<file path="src/rtl/counter_pkg.sv">
// Shared helpers for the modulo counter: extended-width arithmetic sizing and Gray encoding.
package counter_pkg;

    // Widest counter the Gray helper supports; callers cast in and out.
    localparam int unsigned GRAY_W = 64;

    // Width of the extended adder that holds carry/borrow of a WIDTH-bit step.
    function automatic int unsigned ext_width(input int unsigned w);
        return w + 32'd1;
    endfunction

    function automatic logic [GRAY_W-1:0] bin2gray(input logic [GRAY_W-1:0] b);
        return b ^ (b >> 1);
    endfunction

endpackage

</file>
<file path="src/rtl/mod_counter.sv">
// Parametrised modulo counter with wrap/saturate, synchronous load and
// fully registered binary, Gray, terminal-count and saturation outputs.
module mod_counter
    import counter_pkg::*;
#(
    parameter int unsigned WIDTH = 8,
    parameter int unsigned MAX   = 9,
    parameter int unsigned STEP  = 1
) (
    input  logic             clk_in,
    input  logic             rst,
    input  logic             en,
    input  logic             up,
    input  logic             wrap,
    input  logic             load,
    input  logic [WIDTH-1:0] load_val,
    output logic [WIDTH-1:0] count,
    output logic [WIDTH-1:0] count_gray,
    output logic             tc,
    output logic             sat
);

    localparam int unsigned      EW    = ext_width(WIDTH);
    localparam logic [EW-1:0]    MAX_E = EW'(MAX);
    localparam logic [EW-1:0]    MOD_E = EW'(MAX + 32'd1);
    localparam logic [EW-1:0]    STP_E = EW'(STEP);
    localparam logic [WIDTH-1:0] MAX_W = WIDTH'(MAX);
    localparam logic [WIDTH-1:0] ZERO_W = '0;

    generate
        if (WIDTH < 2 || WIDTH > GRAY_W) begin : g_bad_width
            $error("mod_counter: WIDTH out of range");
        end
        if (MAX < 1 || (WIDTH < 32 && (MAX >> WIDTH) != 0)) begin : g_bad_max
            $error("mod_counter: MAX must satisfy 1 <= MAX < 2**WIDTH");
        end
        if (STEP < 1 || STEP > MAX) begin : g_bad_step
            $error("mod_counter: STEP must satisfy 1 <= STEP <= MAX");
        end
    endgenerate

    logic [EW-1:0]    sum_e;
    logic [EW-1:0]    diff_e;
    logic             over;
    logic             under;
    logic [WIDTH-1:0] count_nxt;
    logic [WIDTH-1:0] gray_nxt;
    logic             tc_nxt;
    logic             sat_nxt;

    // Next-state: load > enabled step > hold; reset is applied in the register.
    always_comb begin
        sum_e     = {1'b0, count} + STP_E;
        diff_e    = {1'b0, count} - STP_E;
        over      = (sum_e > MAX_E);
        under     = diff_e[EW-1];
        count_nxt = count;
        tc_nxt    = 1'b0;
        sat_nxt   = sat;

        if (load) begin
            count_nxt = (load_val > MAX_W) ? MAX_W : load_val;
            sat_nxt   = 1'b0;
        end else if (en) begin
            if (up) begin
                if (!over) begin
                    count_nxt = WIDTH'(sum_e);
                    sat_nxt   = 1'b0;
                end else if (wrap) begin
                    count_nxt = WIDTH'(sum_e - MOD_E);
                    tc_nxt    = 1'b1;
                    sat_nxt   = 1'b0;
                end else begin
                    // Only a repeat clamp while already parked at the bound stays silent.
                    count_nxt = MAX_W;
                    tc_nxt    = !(sat && count == MAX_W);
                    sat_nxt   = 1'b1;
                end
            end else begin
                if (!under) begin
                    count_nxt = WIDTH'(diff_e);
                    sat_nxt   = 1'b0;
                end else if (wrap) begin
                    count_nxt = WIDTH'(diff_e + MOD_E);
                    tc_nxt    = 1'b1;
                    sat_nxt   = 1'b0;
                end else begin
                    count_nxt = ZERO_W;
                    tc_nxt    = !(sat && count == ZERO_W);
                    sat_nxt   = 1'b1;
                end
            end
        end

        gray_nxt = WIDTH'(bin2gray(GRAY_W'(count_nxt)));
    end

    always_ff @(posedge clk_in) begin
        if (rst) begin
            count      <= '0;
            count_gray <= '0;
            tc         <= 1'b0;
            sat        <= 1'b0;
        end else begin
            count      <= count_nxt;
            count_gray <= gray_nxt;
            tc         <= tc_nxt;
            sat        <= sat_nxt;
        end
    end

endmodule
</file>
<file path="config.mk">
export PLATFORM = sky130hd
export DESIGN_NAME = mod_counter
export DESIGN_NICKNAME = d
export VERILOG_FILES = /design/src/rtl/counter_pkg.sv /design/src/rtl/mod_counter.sv
export SDC_FILE = /design/constraint.sdc
export NUM_CORES = 1
export LEC_CHECK = 0
export ABC_AREA = 0
export BUFFER_PORTS_ARGS = -buffer_cell sky130_fd_sc_hd__buf_2
export CAP_MARGIN = 40
export CELL_PAD_IN_SITES_DETAIL_PLACEMENT = 0
export CELL_PAD_IN_SITES_GLOBAL_PLACEMENT = 1
export CORE_UTILIZATION = 44
export DETAILED_ROUTE_END_ITERATION = 16
export PLACE_DENSITY = 0.94
export SYNTH_ARGS = -nofsm -noshare
export SYNTH_HDL_FRONTEND = slang
export SYNTH_SLANG_ARGS = --single-unit
</file>
<file path="constraint.sdc">
create_clock -name clk_in -period 5.15 [get_ports clk_in]
set_input_delay 0.2575 -clock clk_in [delete_from_list [all_inputs] [get_ports clk_in]]
set_output_delay 0.2575 -clock clk_in [all_outputs]
set_load 0.05 [all_outputs]
</file>
==> summary.md <==
| Metric | Value |
|---|---|
| Outcome | completed |
| Hold buffer count at CTS | 0 |
| Final Skew | 1.35 ps |
| Pre-antenna DRT Iters | 4 |
| TritonCTS clock tree | built |
| Initial antenna violation count | 0 |
| Wirelength, routed | 4100 um |
| Netlist cell types | 67 |
| Residual DRC | 0 |
| Clk sinks | 17 |
| Max_slew headroom | 47.9% |
| Simple-Gate Fraction of Synth Area | 24.0% |
| Sequential power share | 35.7% |
| Syn Nets | 220 |
| Cell count after synthesis | 200 |
| DR vias | 1567 |
| I/O pins | 32 |
| Later-pin clock latency in the skew report | 250 ps |
| Antenna Nets Post-Route | 0 |
| Minimum clock period | 3450 ps |
| Sw power | 176 uW |
| Largest net degree at the start of global routing | 18 |
| Setup bufs post-CTS | 0 |
| Seq/Total Area, Yosys | 20.8% |
| Count of pins over their slew limit | 0 |
| RSZ-0062 raised after global routing | false |
| Hold slack | 253 ps |
| All-Layer GR Usage | 21.6% |
| Core Region | 3440 um^2 |
| Pwr Density | 249 nW/um^2 |
| Ys Warns | 0 |
| EDFF count, synth | 0 |
| Fin crit share | 67.0% |
| Gr ovfl total | 0 |
| Yosys reg bits | 17 |
| First-pass GRT wire length | 6820 um |
| Mean Syn Cell Area | 8.18 um^2 |
| Mux cell area share after synthesis | 1.99% |
| Crit path from | count[0] |
| Bufs on Longest Clock Path | 2 |
| Synth Area in XOR/XNOR | 8.11% |
| Port buffer count | 31 |
| F_max | 0.290 GHz |
| Final Hold Viols | 0 |
| Final Setup Violations | 0 |
| Vias/cell | 5.89 |
| Register clock-pin slew on the reported worst setup and hold paths | 60 ps |
| Die height | 63.0 um |
| Pleak | 0.739 nW |
| Clock Root Buffer | clkbuf_8 |
| Ys async rst share | 0% |
| Initial core utilization | 47.5% |
| Count leader, synth | nor2_1 |
| Critical Path Start Type | flop |
| Vias in the first global route | 1483 |
| Final #Nets | 241 |
| Synth top cells by count | nor2_1, dfxtp_1, a21oi_1 |
| Switching Share | 40.1% |
| Post-synth top area share | 20.8% |
| GPL Wtd Cong | 0.889 |
| Setup TNS | 0 ps |
| Die width | 63.0 um |
| RR Startpoint | count[0] |
| Clock power frac | 21.9% |
| Peak supply drop | 144 uV |
| Main combinational cell family by area after synthesis | compound AO/OA/AOI/OAI gates |
| Slew @ Worst Pin | 780 ps |
| Area leader, netlist | dfxtp_1 |
| DR iter-0 viols | 94 |
| Max cap viols | 0 |
| Post_cts resized | 0 |
| H-tree Lvls | 1 |
| Combinational power share | 42.4% |
| Ys flop type | dfxtp_1 |
| Fraction of layout cells with a size suffix above 1 | 26.4% |
| WP data arrival | 3590 ps |
| ANT cells | 0 |
| Std cell rows | 21 |
| Hold Crit Class | in2reg |
| Compound-gate portion of the synthesized area | 29.2% |
| Detail Placement HPWL | 3050 um |
| CTS buffer count | 3 |
| Data required time of the worst path | 5290 ps |
| Synth top area cells | dfxtp_1, nor2_1, ha_1 |
| CP endpoint kind | flop |
| Post-synthesis cell area | 1640 um^2 |
| Critical path type | reg2reg |
| Maximum fanout along the worst path | 17 |
| Hold_sp | rst |
| Power Total | 440 uW |
| DIE AREA | 3960 um^2 |
| Wire per inst | 15.4 um |
| Layout area overhead | 7.96% |
| Internal | 263 uW |
| Utilization after layout | 51.3% |
| Post-synthesis adder-cell area fraction | 4.59% |
## area by class of cell
type	count	area (um^2)
Inverter	10	37.5
Sequential cell	17	340
Tap cell	46	57.6
Fill cell	347	1680
Clock buffer	3	41.3
Clock inverter	1	5.00
Multi-Input combinational cell	156	1110
Timing Repair Buffer	33	173
## cell usage in the layout (no fill, tap or decap), types with 2 or more instances in the layout
cell type,Yosys,layout
buf_2,5,31
nor2_1,21,21
dfxtp_1,17,17
a21oi_1,12,12
nand2_1,11,11
inv_1,10,10
o21ai_0,9,9
nor3_1,7,7
xnor2_1,6,6
xor2_1,6,6
nor2b_1,6,6
ha_1,6,6
nand3_1,4,4
nand4_1,3,3
o31ai_1,3,3
nor3b_1,3,3
a31oi_1,3,3
clkbuf_8,5,3
and3_1,2,2
and2_2,2,2
o21a_1,2,2
a41oi_1,2,2
a2111oi_0,2,2
and3b_1,2,2
a32oi_1,2,2
and2b_2,2,2
mux2_2,2,2
o41ai_2,2,2
o22ai_1,2,2
## worst max-delay path, cell delays in order, from the launching register on
cell	delay [ps]
dfxtp_1	670
inv_1	130
ha_1	390
inv_1	110
ha_1	240
a22o_1	260
o22a_1	330
and2_2	260
o31ai_1	400
and2b_2	220
mux2_2	320
## worst paths after layout
kind / end / slack, ps / depth (start not counted)
setup / recovery: count_gray[3] / 1700 / 10
hold / removal: count[2] / 250 / 2
setup reg to reg: count_gray[3] / 1700 / 10
hold reg to reg: sat / 610 / 3
## flip-flops by register name, indices dropped and copies added, names as in the netlist
register / cells
count_gray: 7
count: 8
tc: 1
sat: 1
## through the flow
step / cells / setup WS, ps / area (um^2)
detailed placement: 262 / 1730 / 1720
global placement: 261 / 1870 / 1710
global route: 266 / 1370 / 1770
CTS: 266 / 1710 / 1770
floorplan: 200 / 1750 / 1640
finish: 266 / 1700 / 1770
## logic make-up after synthesis
| family | after synthesis |
|---|---|
| simple gates | 72 |
| buf+inv | 27 |
| xor+xnor | 13 |
| mux | 3 |
| flops | 17 |
| fa+ha+maj | 6 |
| compound gates | 62 |
## power by group through the flow
stage	sequential, mW	clock, mW	combinational (mW)
6_report	0.157	0.0964	0.186
5_1_grt	0.159	0.106	0.201
2_1_floorplan	0.184	0	0.126
3_5_place_dp	0.159	0	0.183
3_3_place_gp	0.159	0	0.183
4_1_cts	0.156	0.0995	0.184
## metal layers
metal | wire length, um | track usage (%) | vias to the layer above
li1 | - | - | 777
met1 | 1780 | 27.5 | 709
met2 | 1980 | 35.1 | 73
met3 | 254 | 4.38 | 8
met4 | 78 | 8.72 | 0
met5 | 0 | 0 | -
No activity file was read; power rests on OpenSTA's default activity.
